$ cat src/rtl/dram_cmd_scheduler.sv
// Open-page DRAM command scheduler: turns accesses into PRE/ACT/RD/WR sequences and inserts PREA+REF refreshes.
// Latency: each command is one 4-phase handshake (4 cycles with immediate ack); hit 5, closed 9, miss 13 cycles to rsp_done.
// Backpressure: req_ready is high only while idle with no refresh pending; a stalled cmd_ack holds the whole sequence.
module dram_cmd_scheduler #(
    parameter int NUM_OF_BANKS     = 8,
    parameter int NUM_OF_ROWS      = 128,
    parameter int NUM_OF_COLS      = 8,
    parameter int REFRESH_INTERVAL = 256,
    localparam int BW = $clog2(NUM_OF_BANKS),
    localparam int RW = $clog2(NUM_OF_ROWS),
    localparam int CW = $clog2(NUM_OF_COLS)
) (
    input  logic          clk,
    input  logic          rst,
    input  logic          req_valid,
    input  logic          req_rw,
    input  logic [BW-1:0] req_bank,
    input  logic [RW-1:0] req_row,
    input  logic [CW-1:0] req_col,
    output logic          req_ready,
    output logic          cmd_req,
    input  logic          cmd_ack,
    output logic [2:0]    cmd,
    output logic [BW-1:0] cmd_bank,
    output logic [RW-1:0] cmd_row,
    output logic [CW-1:0] cmd_col,
    output logic          rsp_done,
    output logic          refresh_overrun
);

    localparam int CNTW = $clog2(REFRESH_INTERVAL);

    localparam logic [2:0] C_NOP  = 3'd0;
    localparam logic [2:0] C_ACT  = 3'd1;
    localparam logic [2:0] C_RD   = 3'd2;
    localparam logic [2:0] C_WR   = 3'd3;
    localparam logic [2:0] C_PRE  = 3'd4;
    localparam logic [2:0] C_PREA = 3'd5;
    localparam logic [2:0] C_REF  = 3'd6;

    typedef enum logic [2:0] {S_IDLE, S_PRE, S_ACT, S_RW, S_PREA, S_REF, S_DONE} state_t;
    typedef enum logic {PH_REQ, PH_WAIT_LOW} phase_t;

    state_t              r_state;
    phase_t              r_phase;
    logic                r_cmd_req;
    logic [2:0]          r_cmd;
    logic                r_rw;
    logic [BW-1:0]       r_bank;
    logic [RW-1:0]       r_row;
    logic [CW-1:0]       r_col;
    logic                r_req_ready;
    logic                r_rsp_done;
    logic                r_overrun;
    logic                r_pending;
    logic [CNTW-1:0]     r_ref_cnt;
    logic [NUM_OF_BANKS-1:0] r_open_vld;
    logic [RW-1:0]       r_open_row [NUM_OF_BANKS];

    logic w_ref_hit;
    logic w_cmd_done;
    logic w_xfer;
    logic w_row_hit;

    // Command encoding for the state being entered; the access direction picks RD vs WR.
    function automatic logic [2:0] f_cmd(input state_t s, input logic rw);
        case (s)
            S_PRE:   return C_PRE;
            S_ACT:   return C_ACT;
            S_RW:    return rw ? C_WR : C_RD;
            S_PREA:  return C_PREA;
            S_REF:   return C_REF;
            default: return C_NOP;
        endcase
    endfunction

    assign w_ref_hit  = (r_ref_cnt == CNTW'(REFRESH_INTERVAL - 1));
    // A command finishes when ack has been seen high and is now seen low again.
    assign w_cmd_done = (r_phase == PH_WAIT_LOW) && !cmd_ack &&
                        (r_state != S_IDLE) && (r_state != S_DONE);
    assign w_xfer     = req_valid && r_req_ready;
    assign w_row_hit  = r_open_row[req_bank] == req_row;

    // Free-running refresh timer; pending request and sticky overrun flag.
    always_ff @(posedge clk) begin
        if (rst) begin
            r_ref_cnt <= '0;
            r_pending <= 1'b0;
            r_overrun <= 1'b0;
        end else begin
            r_ref_cnt <= w_ref_hit ? '0 : r_ref_cnt + CNTW'(1);
            if (w_ref_hit) begin
                r_pending <= 1'b1;
                if (r_pending) r_overrun <= 1'b1;
            end else if (w_cmd_done && r_state == S_REF) begin
                r_pending <= 1'b0;
            end
        end
    end

    // Main sequencer: state, handshake phase, open-row table and all registered outputs.
    always_ff @(posedge clk) begin
        if (rst) begin
            r_state     <= S_IDLE;
            r_phase     <= PH_REQ;
            r_cmd_req   <= 1'b0;
            r_cmd       <= C_NOP;
            r_rw        <= 1'b0;
            r_bank      <= '0;
            r_row       <= '0;
            r_col       <= '0;
            r_req_ready <= 1'b0;
            r_rsp_done  <= 1'b0;
            r_open_vld  <= '0;
        end else begin
            r_rsp_done <= 1'b0;
            case (r_state)
                S_IDLE: begin
                    if (r_pending) begin
                        // Refresh wins over any request presented this cycle.
                        r_req_ready <= 1'b0;
                        r_state     <= (|r_open_vld) ? S_PREA : S_REF;
                        r_phase     <= PH_REQ;
                        r_cmd_req   <= 1'b1;
                        r_cmd       <= (|r_open_vld) ? C_PREA : C_REF;
                    end else if (w_xfer) begin
                        r_req_ready <= 1'b0;
                        r_rw        <= req_rw;
                        r_bank      <= req_bank;
                        r_row       <= req_row;
                        r_col       <= req_col;
                        r_phase     <= PH_REQ;
                        r_cmd_req   <= 1'b1;
                        if (!r_open_vld[req_bank]) begin
                            r_state <= S_ACT;
                            r_cmd   <= C_ACT;
                        end else if (w_row_hit) begin
                            r_state <= S_RW;
                            r_cmd   <= f_cmd(S_RW, req_rw);
                        end else begin
                            r_state <= S_PRE;
                            r_cmd   <= C_PRE;
                        end
                    end else begin
                        r_req_ready <= !w_ref_hit;
                    end
                end
                S_DONE: begin
                    r_rsp_done  <= 1'b1;
                    r_state     <= S_IDLE;
                    r_req_ready <= !(r_pending || w_ref_hit);
                end
                default: begin
                    if (r_phase == PH_REQ) begin
                        if (cmd_ack) begin
                            r_cmd_req <= 1'b0;
                            r_cmd     <= C_NOP;
                            r_phase   <= PH_WAIT_LOW;
                        end
                    end else if (!cmd_ack) begin
                        r_phase <= PH_REQ;
                        case (r_state)
                            S_PRE: begin
                                r_open_vld[r_bank] <= 1'b0;
                                r_state   <= S_ACT;
                                r_cmd_req <= 1'b1;
                                r_cmd     <= C_ACT;
                            end
                            S_ACT: begin
                                r_open_vld[r_bank] <= 1'b1;
                                r_open_row[r_bank] <= r_row;
                                r_state   <= S_RW;
                                r_cmd_req <= 1'b1;
                                r_cmd     <= f_cmd(S_RW, r_rw);
                            end
                            S_RW: begin
                                r_state <= S_DONE;
                            end
                            S_PREA: begin
                                r_open_vld <= '0;
                                r_state    <= S_REF;
                                r_cmd_req  <= 1'b1;
                                r_cmd      <= C_REF;
                            end
                            S_REF: begin
                                r_state     <= S_IDLE;
                                r_req_ready <= !w_ref_hit;
                            end
                            default: begin
                            end
                        endcase
                    end
                end
            endcase
        end
    end

    assign req_ready       = r_req_ready;
    assign cmd_req         = r_cmd_req;
    assign cmd             = r_cmd;
    assign cmd_bank        = r_bank;
    assign cmd_row         = r_row;
    assign cmd_col         = r_col;
    assign rsp_done        = r_rsp_done;
    assign refresh_overrun = r_overrun;

endmodule

$ cat config.mk
export PLATFORM = sky130hd
export DESIGN_NAME = dram_cmd_scheduler
export DESIGN_NICKNAME = d
export VERILOG_FILES = /design/src/rtl/dram_cmd_scheduler.sv
export SDC_FILE = /design/constraint.sdc
export NUM_CORES = 1
export LEC_CHECK = 0
export CAP_MARGIN = 5
export CORE_ASPECT_RATIO = 1.75
export CORE_MARGIN = 2
export CORE_UTILIZATION = 57
export DETAILED_ROUTE_END_ITERATION = 7
export GPL_ROUTABILITY_DRIVEN = 0
export PLACE_DENSITY_LB_ADDON = 0.08
export SETUP_SLACK_MARGIN = 0.2
export SLEW_MARGIN = 0
export SYNTH_ARGS = -nofsm -noshare
export SYNTH_HDL_FRONTEND = slang
export SYNTH_SLANG_ARGS = --single-unit
$ cat constraint.sdc
create_clock -name clk -period 3.2 [get_ports clk]
set_input_delay 0.64 -clock clk [delete_from_list [all_inputs] [get_ports clk]]
set_output_delay 0.64 -clock clk [all_outputs]
set_load 0.01 [all_outputs]
## Word level (Yosys, flattened, before mapping)

Memories as Yosys holds them, arrays and structs flattened.
Cells that the tools add are included.

| storage, ports and cells | value |
|---|---|
| register bits after elaboration | 42 |
| bits in latches | 0 |
| RAM bits | 56 |
| ROM bits | 0 |
| input bits | 18 |
| output and inout port bits | 20 |
| logic and storage cells | 122 |
| memories | 1 |

Memory list:

| name | depth | width | rd ports | clocked after memory_dff | write ports | RTL line | source |
|---|---|---|---|---|---|---|---|
| r_open_row | 8 | 7 | 1 | 0 | 1 | 58 | `logic [RW-1:0] r_open_row [NUM_OF_BANKS];` |

| cells by class | value |
|---|---|
| add/subtract/negate cells | 1 |
| multiply operators | 0 |
| div/mod/pow operators | 0 |
| order comparisons | 3 |
| equal/unequal tests | 12 |
| shift-type cells | 0 |
| muxes and demuxes | 52 |
| bitwise gates (word level) | 7 |
| reduce and logical (&&, ||, !) cells | 32 |

Operators by type and width:

| operator | number |
|---|---|
| $mux 3 | 11 |
| $mux 1 | 28 |
| $pmux 8 s3 | 1 |
| $reduce_bool 3->1 | 6 |
| $pmux 3 s5 | 1 |
| $pmux 3 s2 | 2 |
| $reduce_and 5->1 | 2 |
| $eq 3x3->1 const B | 3 |
| $pmux 3 s3 | 1 |
| $add 8x1->8 const B | 1 |
| $and 8x8->8 | 1 |
| $eq 8x8->1 const B | 1 |
| $lt 3x4->1 const B | 2 |
| $not 8->8 | 1 |
| $or 8x8->8 | 1 |
| $reduce_and 4->1 | 2 |
| $reduce_or 8->1 | 1 |
| $eq 7x7->1 | 1 |
| $reduce_bool 7->1 | 1 |
| $eq 3x2->1 const B | 2 |
| $logic_and 1x1->1 | 6 |
| $mux 2 | 3 |
| $ne 3x3->1 const B | 2 |
| $pmux 1 s2 | 3 |
| other kinds (16) | 24 |

## Depth between registers and ports, before layout

Gate-level depths: netlist of run 1.

| logic depth | value |
|---|---|
| word-level depth | 7 |
| gate-level depth with buffers | 8 |
| gate-level depth less buffers | 7 |

## Worst setup path after synthesis of run 1

OpenSTA, ideal clock, no wires.

| timing path | value |
|---|---|
| path type | input-to-reg |
| start point | input req_bank[0] |
| end point | register r_cmd[1] (netlist: cmd[1]) |
| library setup time | 0.128 ns |
| arrival time | 2.324 ns |
| required time | 3.072 ns |
| path slack | 0.748 ns |
| stages on the path | 8 |
| path buffers | 2 |
| cells stage by stage | buf_2 > buf_4 > mux4_2 > mux2i_1 > nor2_1 > o21a_1 > a211oi_1 > a211oi_2 |

| on the way | value |
|---|---|
| word-level cells in the longest chain between the ends | 7 |
| elaborated cells on any way between the ends | 9 |
| those cells by class | 1 x eq/ne; 7 x mux; 1 x memory |

Ends and longest elaborated chain:

| item | RTL line | source |
|---|---|---|
| start: declaration | 17 | `input logic [BW-1:0] req_bank,` |
| $mem_v2 8x7 | -- |  |
| $eq 7x7->1 | 82 | `assign w_row_hit = r_open_row[req_bank] == req_row;` |
| $mux 3 | 137 | `end else if (w_row_hit) begin` |
| $mux 3 (*) | 134 | `if (!r_open_vld[req_bank]) begin` |
| $mux 3 (*) | 126 | `end else if (w_xfer) begin` |
| $mux 3 (*) | 119 | `if (r_pending) begin` |
| $pmux 3 s2 (*) | 117 | `case (r_state)` |
| end signal: assignment | 125 | `r_cmd <= (\|r_open_vld) ? C_PREA : C_REF;` |
| end signal: assignment | 139 | `r_cmd <= f_cmd(S_RW, req_rw);` |
| end signal: assignment | 174 | `r_cmd <= f_cmd(S_RW, r_rw);` |
| end: declaration | 47 | `logic [2:0] r_cmd;` |

Every way passes the cells marked *; elsewhere a longest branch is shown, timed or not. The select of a mux whose other input is x is not followed.
A chain may end at the register's enable or synchronous reset.

## Worst setup path in the final report of run 1

| timing path | value |
|---|---|
| start point | input req_bank[1] |
| end point | register r_cmd[1] (netlist: cmd[1]) |

Same word-level chain as after synthesis.

==> results of run 1 <==
## layer usage
metal / vias to the layer above / routed length, um
li1: 1491 / -
met1: 1495 / 3900
met2: 96 / 5010
met3: 15 / 435
met4: 0 / 175
met5: - / 0
## cell families after synthesis
kind of cell             after synthesis  share of synthesized area [%]
AO/OA/AOI/OAI                         83                           11.6
XOR/XNOR                              13                           2.64
adder cells (fa/ha/maj)                3                          0.814
buffers and inverters                 30                           2.91
flip-flops                            98                           58.6
multiplexers                          27                           10.1
AND/OR/NAND/NOR                      127                           13.4
## Yosys cell counts (4+ instances only)
cell type and count:
a211oi_1 5, a21oi_1 33, a31oi_1 5, buf_2 4, clkbuf_1 17, dfxtp_1 42, edfxtp_1 56, inv_1 7
mux2i_1 14, mux4_2 13, nand2_1 40, nand3_1 10, nor2_1 42, nor3_1 10, nor4_1 5, o21ai_0 18
xnor2_1 4, xor2_1 9
## per-stage QoR
step           util (%)  hold slack, ps  cells
2_1_floorplan         -             418    381
3_3_place_gp       65.0             433    502
3_5_place_dp       65.0             441    502
4_1_cts            69.5             456    518
5_1_grt            69.5             479    518
6_report           69.5             455    518
## flip-flops by register name, summed over array words and instances, names as in the netlist
register         flops
r_phase              1
cmd_row              7
cmd_req              1
r_pending            1
cmd_bank             3
r_open_row          56
r_open_vld           8
req_ready            1
r_ref_cnt            8
r_state              3
cmd_col              3
refresh_overrun      1
rsp_done             1
cmd                  3
r_rw                 1
## layout by cell type, fill, tap and decap left out, types with 4 or more instances in the layout
cell type	netlist	final
buf_4	2	18
nor3_1	10	9
mux2i_1	14	14
inv_1	7	7
nor4_1	5	5
a21oi_1	33	33
a31oi_1	5	5
o21ai_0	18	18
mux4_2	13	13
dfxtp_1	42	42
nand3_1	10	10
nor2_1	42	42
edfxtp_1	56	56
xnor2_1	4	4
a211oi_1	5	5
clkdlybuf4s50_1	0	37
xor2_1	9	9
clkbuf_16	0	9
nand2_1	40	40
## power groups by stage
stage	Sequential [W]	Clock (W)	Combinational [W]
floorplan	0.00153	0	0.000606
global placement	0.00160	0	0.000838
detailed placement	0.00160	0	0.000849
CTS	0.00157	0.00124	0.000854
global route	0.00159	0.00128	0.000936
finish	0.00158	0.00122	0.000857
## how the worst min path moves through the flow
stage / depth (start not counted) / slack [ps] / start / to
floorplan: 1 / 420 / r_ref_cnt[0] / r_ref_cnt[0]
global placement: 1 / 430 / r_ref_cnt[0] / r_ref_cnt[0]
detailed placement: 1 / 440 / r_ref_cnt[0] / r_ref_cnt[0]
CTS: 1 / 460 / r_ref_cnt[0] / r_ref_cnt[0]
global route: 1 / 480 / r_ref_cnt[0] / r_ref_cnt[0]
finish: 1 / 450 / r_ref_cnt[0] / r_ref_cnt[0]
## area by class of cell
type / count / area [um^2] / area share, %
Inverter: 7 / 26.3 / 0.506
Multi-Input combinational cell: 253 / 1660 / 32.0
Sequential cell: 98 / 2520 / 48.6
Timing Repair Buffer: 56 / 526 / 10.1
Clock inverter: 6 / 113 / 2.17
Clock buffer: 10 / 229 / 4.41
Tap cell: 88 / 110 / 2.12
==> impl_metrics.json, run 1 <==
{
  "max-slew-margin-rel_pct": 30.2,
  "pwr-share-seq_pct": 43.2,
  "dpl_worst_slack_ps": 118,
  "final_area_um2": 5190,
  "power_w": 0.00365,
  "ctsHoldBuffers": 0,
  "crit_path_end_kind": "register",
  "synth_top_area_share_pct": 39.1,
  "grt_antenna_before_repair": 0,
  "cp.depth": 8,
  "cp_top_family": "buffers and inverters",
  "min_period_over_period_pct": 84.7,
  "gr-usage-all-layers_pct": 23.8,
  "worst_pin_slew_ps": 1040,
  "crit_required_ps": 3450,
  "ys_seq_area_share_pct": 58.6,
  "cp_max_fo": 4,
  "use_met3_pct": 2.71,
  "power_density_nw_per_um2": 704,
  "min_path_type": "register to register",
  "post_cts_buffers": 0,
  "netlist_instances": 381,
  "cp-startpoint": "req_bank[1]",
  "synth_warnings": 0,
  "grt_max_degree": 40,
  "setup_tns_ps": 0,
  "hpwl_um": 6630,
  "combPwrFrac_pct": 23.5,
  "p_switching_w": 0.00109,
  "grt.busiest_layer": "met2",
  "dr.pass1.iters": 5,
  "cts_buffer_depth": 2,
  "portBuffers": 37,
  "worst-path-buf-inv": 2,
  "cts_max_level": 3,
  "synth_edf_count": 56,
  "cts_root_buffer": "clkbuf_16",
  "synth_nets": 401,
  "synth_flop_cell": "edfxtp_1",
  "initial_core_util_pct": 57.7,
  "critPathMaxStageDelay_ps": 590,
  "max_freq_mhz": 369,
  "crit_chain": "clkdlybuf4s50_1 > buf_4 > mux4_2 > mux2i_1 > xor2_1 > nand3_1 > or3_4 > a211oi_2",
  "pin_count": 38,
  "irDropWorstVdd_mv": 0.533,
  "r2r_end": "r_open_vld[0]",
  "hold_viol": 0,
  "p_leak_nw": 1.82,
  "fin_skew_ps": 10.7,
  "p_int_w": 0.00256,
  "p_sw_share_pct": 29.8,
  "crit_type": "input pin to register",
  "finalNetCount": 445,
  "slew_violations": 0,
  "drc_errors": 0,
  "synth.area.top_cells": "edfxtp_1 39%, dfxtp_1 20%, mux4_2 6.8%",
  "post_dp_cell_area_um2": 4850,
  "syn2layout_area_growth_pct": 20.5,
  "max-cap-violations": 0,
  "cts_buffers": 9,
  "use_met1_pct": 28.9,
  "vias": 3097,
  "via_per_inst": 5.98,
  "ant_nets": 0,
  "r2r_slack_ps": 820,
  "status": "finished clean",
  "die_area_um2": 8290,
  "rsz0062_at_grt": "false",
  "grt_use_met2_pct": 41.5,
  "core_area_um2": 7460,
  "drive_above_1_share_pct": 12.1,
  "cts_tree": "built",
  "yosys.area.top_type": "edfxtp_1",
  "antenna_cells": 0,
  "overflow": 0,
  "async_flop_share_pct": 0,
  "cts-resized-gates": 0,
  "clkPwrFrac_pct": 33.3,
  "routed_wirelength_um": 9520,
  "syn_area_per_cell_um2": 11.3,
  "grt_pass1_wl_um": 14900,
  "worstPathArrival_ps": 2970,
  "ys_types": 48,
  "numClockSinks": 98,
  "path_clk_slew_ps": 60,
  "setup_viol": 0,
  "syn-cell-area_um2": 4310,
  "timing.critical_path.to": "cmd[1]",
  "timing.final.ws_setup_ps": 490,
  "die_h_um": 119,
  "clock_latency_ps": 340,
  "ys_ff_latch": 98,
  "cp_slowest_cell": "clkdlybuf4s50_1",
  "start_kind": "input pin",
  "reg2reg_depth": 6,
  "die_w_um": 69.7,
  "wl_per_cell_um": 18.4,
  "n_fill_cell": 551,
  "r2r_start": "r_state[2]",
  "rows": 42,
  "drt_iter0_markers": 252,
  "grt_pass1_vias": 2874,
  "finalCriticalPeriod_ps": 2710
}
Power figures use the tool's default switching activity.
==> run 2, diff against run 1 <==
==> constraint.sdc (replaced) <==
create_clock -name clk -period 2.5 [get_ports clk]
set_input_delay 0.5 -clock clk [delete_from_list [all_inputs] [get_ports clk]]
set_output_delay 0.5 -clock clk [all_outputs]
set_load 0.01 [all_outputs]
==> run 2 against run 1 <==
Effect of this change:
- via count grew 2.0%
- core utilization grew 1.5 points
- global-route usage grew 2.0 points
- sequential share of layout area decreased by 1.0 points
- flip-flop and latch count unchanged
- cell count is 3.5% higher
- clock skew down 2.9 ps
- register-to-register slack lost 430 ps
- critical endpoint unchanged
- highest routed layer unchanged
==> impl_metrics.json, run 2 (synthesized netlist as in run 1, its figures left out) <==
{
  "cp_max_fo": 6,
  "worst_pin_slew_ps": 538,
  "use_met1_pct": 30.0,
  "status": "finished clean",
  "clkPwrFrac_pct": 30.3,
  "p_leak_nw": 1.89,
  "p_sw_share_pct": 30.5,
  "vias": 3160,
  "crit_type": "input pin to register",
  "pwr-share-seq_pct": 43.5,
  "crit_path_frequent_cell": "buf_6",
  "die_h_um": 119,
  "dp.cells": 517,
  "grt_max_degree": 40,
  "cts_buffer_depth": 2,
  "die_area_um2": 8290,
  "min_period_over_period_pct": 86.5,
  "p_int_w": 0.00315,
  "grt_antenna_before_repair": 0,
  "p_switching_w": 0.00138,
  "hold_start": "cmd_col[1]",
  "irDropWorstVdd_mv": 0.784,
  "cts_root_buffer": "clkbuf_16",
  "crit_required_ps": 2760,
  "pin_count": 38,
  "hold_ws_ps": 459,
  "use_met3_pct": 3.47,
  "dr.pass1.iters": 4,
  "grt_use_met2_pct": 46.8,
  "via_per_inst": 5.90,
  "max-cap-violations": 0,
  "r2r_start": "r_open_row[7][2]",
  "rsz0062_at_grt": "false",
  "grt_pass1_wl_um": 16200,
  "drive_above_1_share_pct": 16.1,
  "fin_skew_ps": 7.86,
  "final_cell_mix": "56 x edfxtp_1, 42 x nor2_1, 42 x dfxtp_1",
  "gr-usage-all-layers_pct": 25.9,
  "syn2layout_area_growth_pct": 23.0,
  "cp_top_family": "simple AND/OR/NAND/NOR gates",
  "mostFrequentLayoutCell": "edfxtp_1",
  "critPathMaxStageDelay_ps": 450,
  "antenna_cells": 0,
  "setup_tns_ps": 0,
  "reg.largest.list": "r_open_row: 56 flops, r_open_vld: 8 flops, r_ref_cnt: 8 flops",
  "drt_iter0_markers": 242,
  "routed_wirelength_um": 10100,
  "cts_buffers": 9,
  "worstPathArrival_ps": 2420,
  "regMostFlops": "r_open_row",
  "max_freq_mhz": 463,
  "rows": 42,
  "hold_viol": 0,
  "hpwl_um": 7200,
  "clock_latency_ps": 340,
  "cp_slowest_cell": "or3_4",
  "path_clk_slew_ps": 60,
  "portBuffers": 37,
  "worst-path-buf-inv": 3,
  "grt_pass1_vias": 3242,
  "power_density_nw_per_um2": 855,
  "grt.busiest_layer": "met2",
  "overflow": 0,
  "ctsHoldBuffers": 0,
  "largest_register_ffs": 56,
  "core_area_um2": 7460,
  "stdcell_count": 536,
  "slew_violations": 0,
  "max-slew-margin-rel_pct": 63.2,
  "ant_nets": 0,
  "cts_max_level": 3,
  "setup_viol": 0,
  "initial_core_util_pct": 57.7,
  "crit_chain": "clkdlybuf4s15_1 > buf_6 > buf_6 > mux4_2 > mux2i_1 > xor2_1 > nand3_1 > or3_4 > a211oi_2",
  "crit_path_end_kind": "register",
  "drc_errors": 0,
  "numClockSinks": 98,
  "wl_per_cell_um": 18.8,
  "cts_tree": "built",
  "finalNetCount": 463,
  "cp-startpoint": "req_bank[2]",
  "die_w_um": 69.7,
  "start_kind": "input pin",
  "combPwrFrac_pct": 26.2,
  "finalCriticalPeriod_ps": 2160,
  "min_path_type": "register to register"
}
run 2: worst min-delay path, cell delays in order (launching register included):
cell and delay (ps):
dfxtp_1 310, nand2_1 50, a21oi_1 50
run 2: cell type report:
class / count / area (um^2)
multi-input combinational: 253 / 1670
timing repair buffer: 74 / 669
sequential: 98 / 2520
fill: 582 / 2160
inverter: 7 / 26.3
clock buffer: 12 / 246
clock inverter: 4 / 52.6
tap: 88 / 110
run 2: per-stage QoR:
stage	setup WS [ps]	cell area [um^2]	utilization, %	power, W
floorplan	80.9	4310	-	0.00274
global placement	-403	4960	66.5	0.00316
detailed placement	-416	4960	66.5	0.00318
CTS	236	5300	71.0	0.00455
global route	232	5300	71.0	0.00476
finish	338	5300	71.0	0.00453
run 2: power by group through the flow:
stage	combinational, W	sequential, W	clock (W)
6_report	0.00119	0.00197	0.00137
5_1_grt	0.00132	0.00199	0.00145
4_1_cts	0.00119	0.00197	0.00139
3_5_place_dp	0.00118	0.00200	0
3_3_place_gp	0.00116	0.00200	0
2_1_floorplan	0.000777	0.00196	0
run 2: metal layers:
layer	share of wire, %	vias to the layer above
met4	1.8	0
met2	57	69
met1	38	1554
li1	-	1525
met5	0	-
met3	2.8	12
run 2: repair_timing:
action | CTS | global route
setup endpoints to repair | 5 | 3
gates resized for setup | 9 | 7
pin swaps | 4 | 8
setup buffers | 3 | 0
run 2: final timing paths:
path           endpoint  cells after the start  slack [ps]
max              cmd[1]                      9         340
min          cmd_col[1]                      2         460
max reg2reg      cmd[1]                      6         390
min reg2reg  cmd_col[1]                      2         460
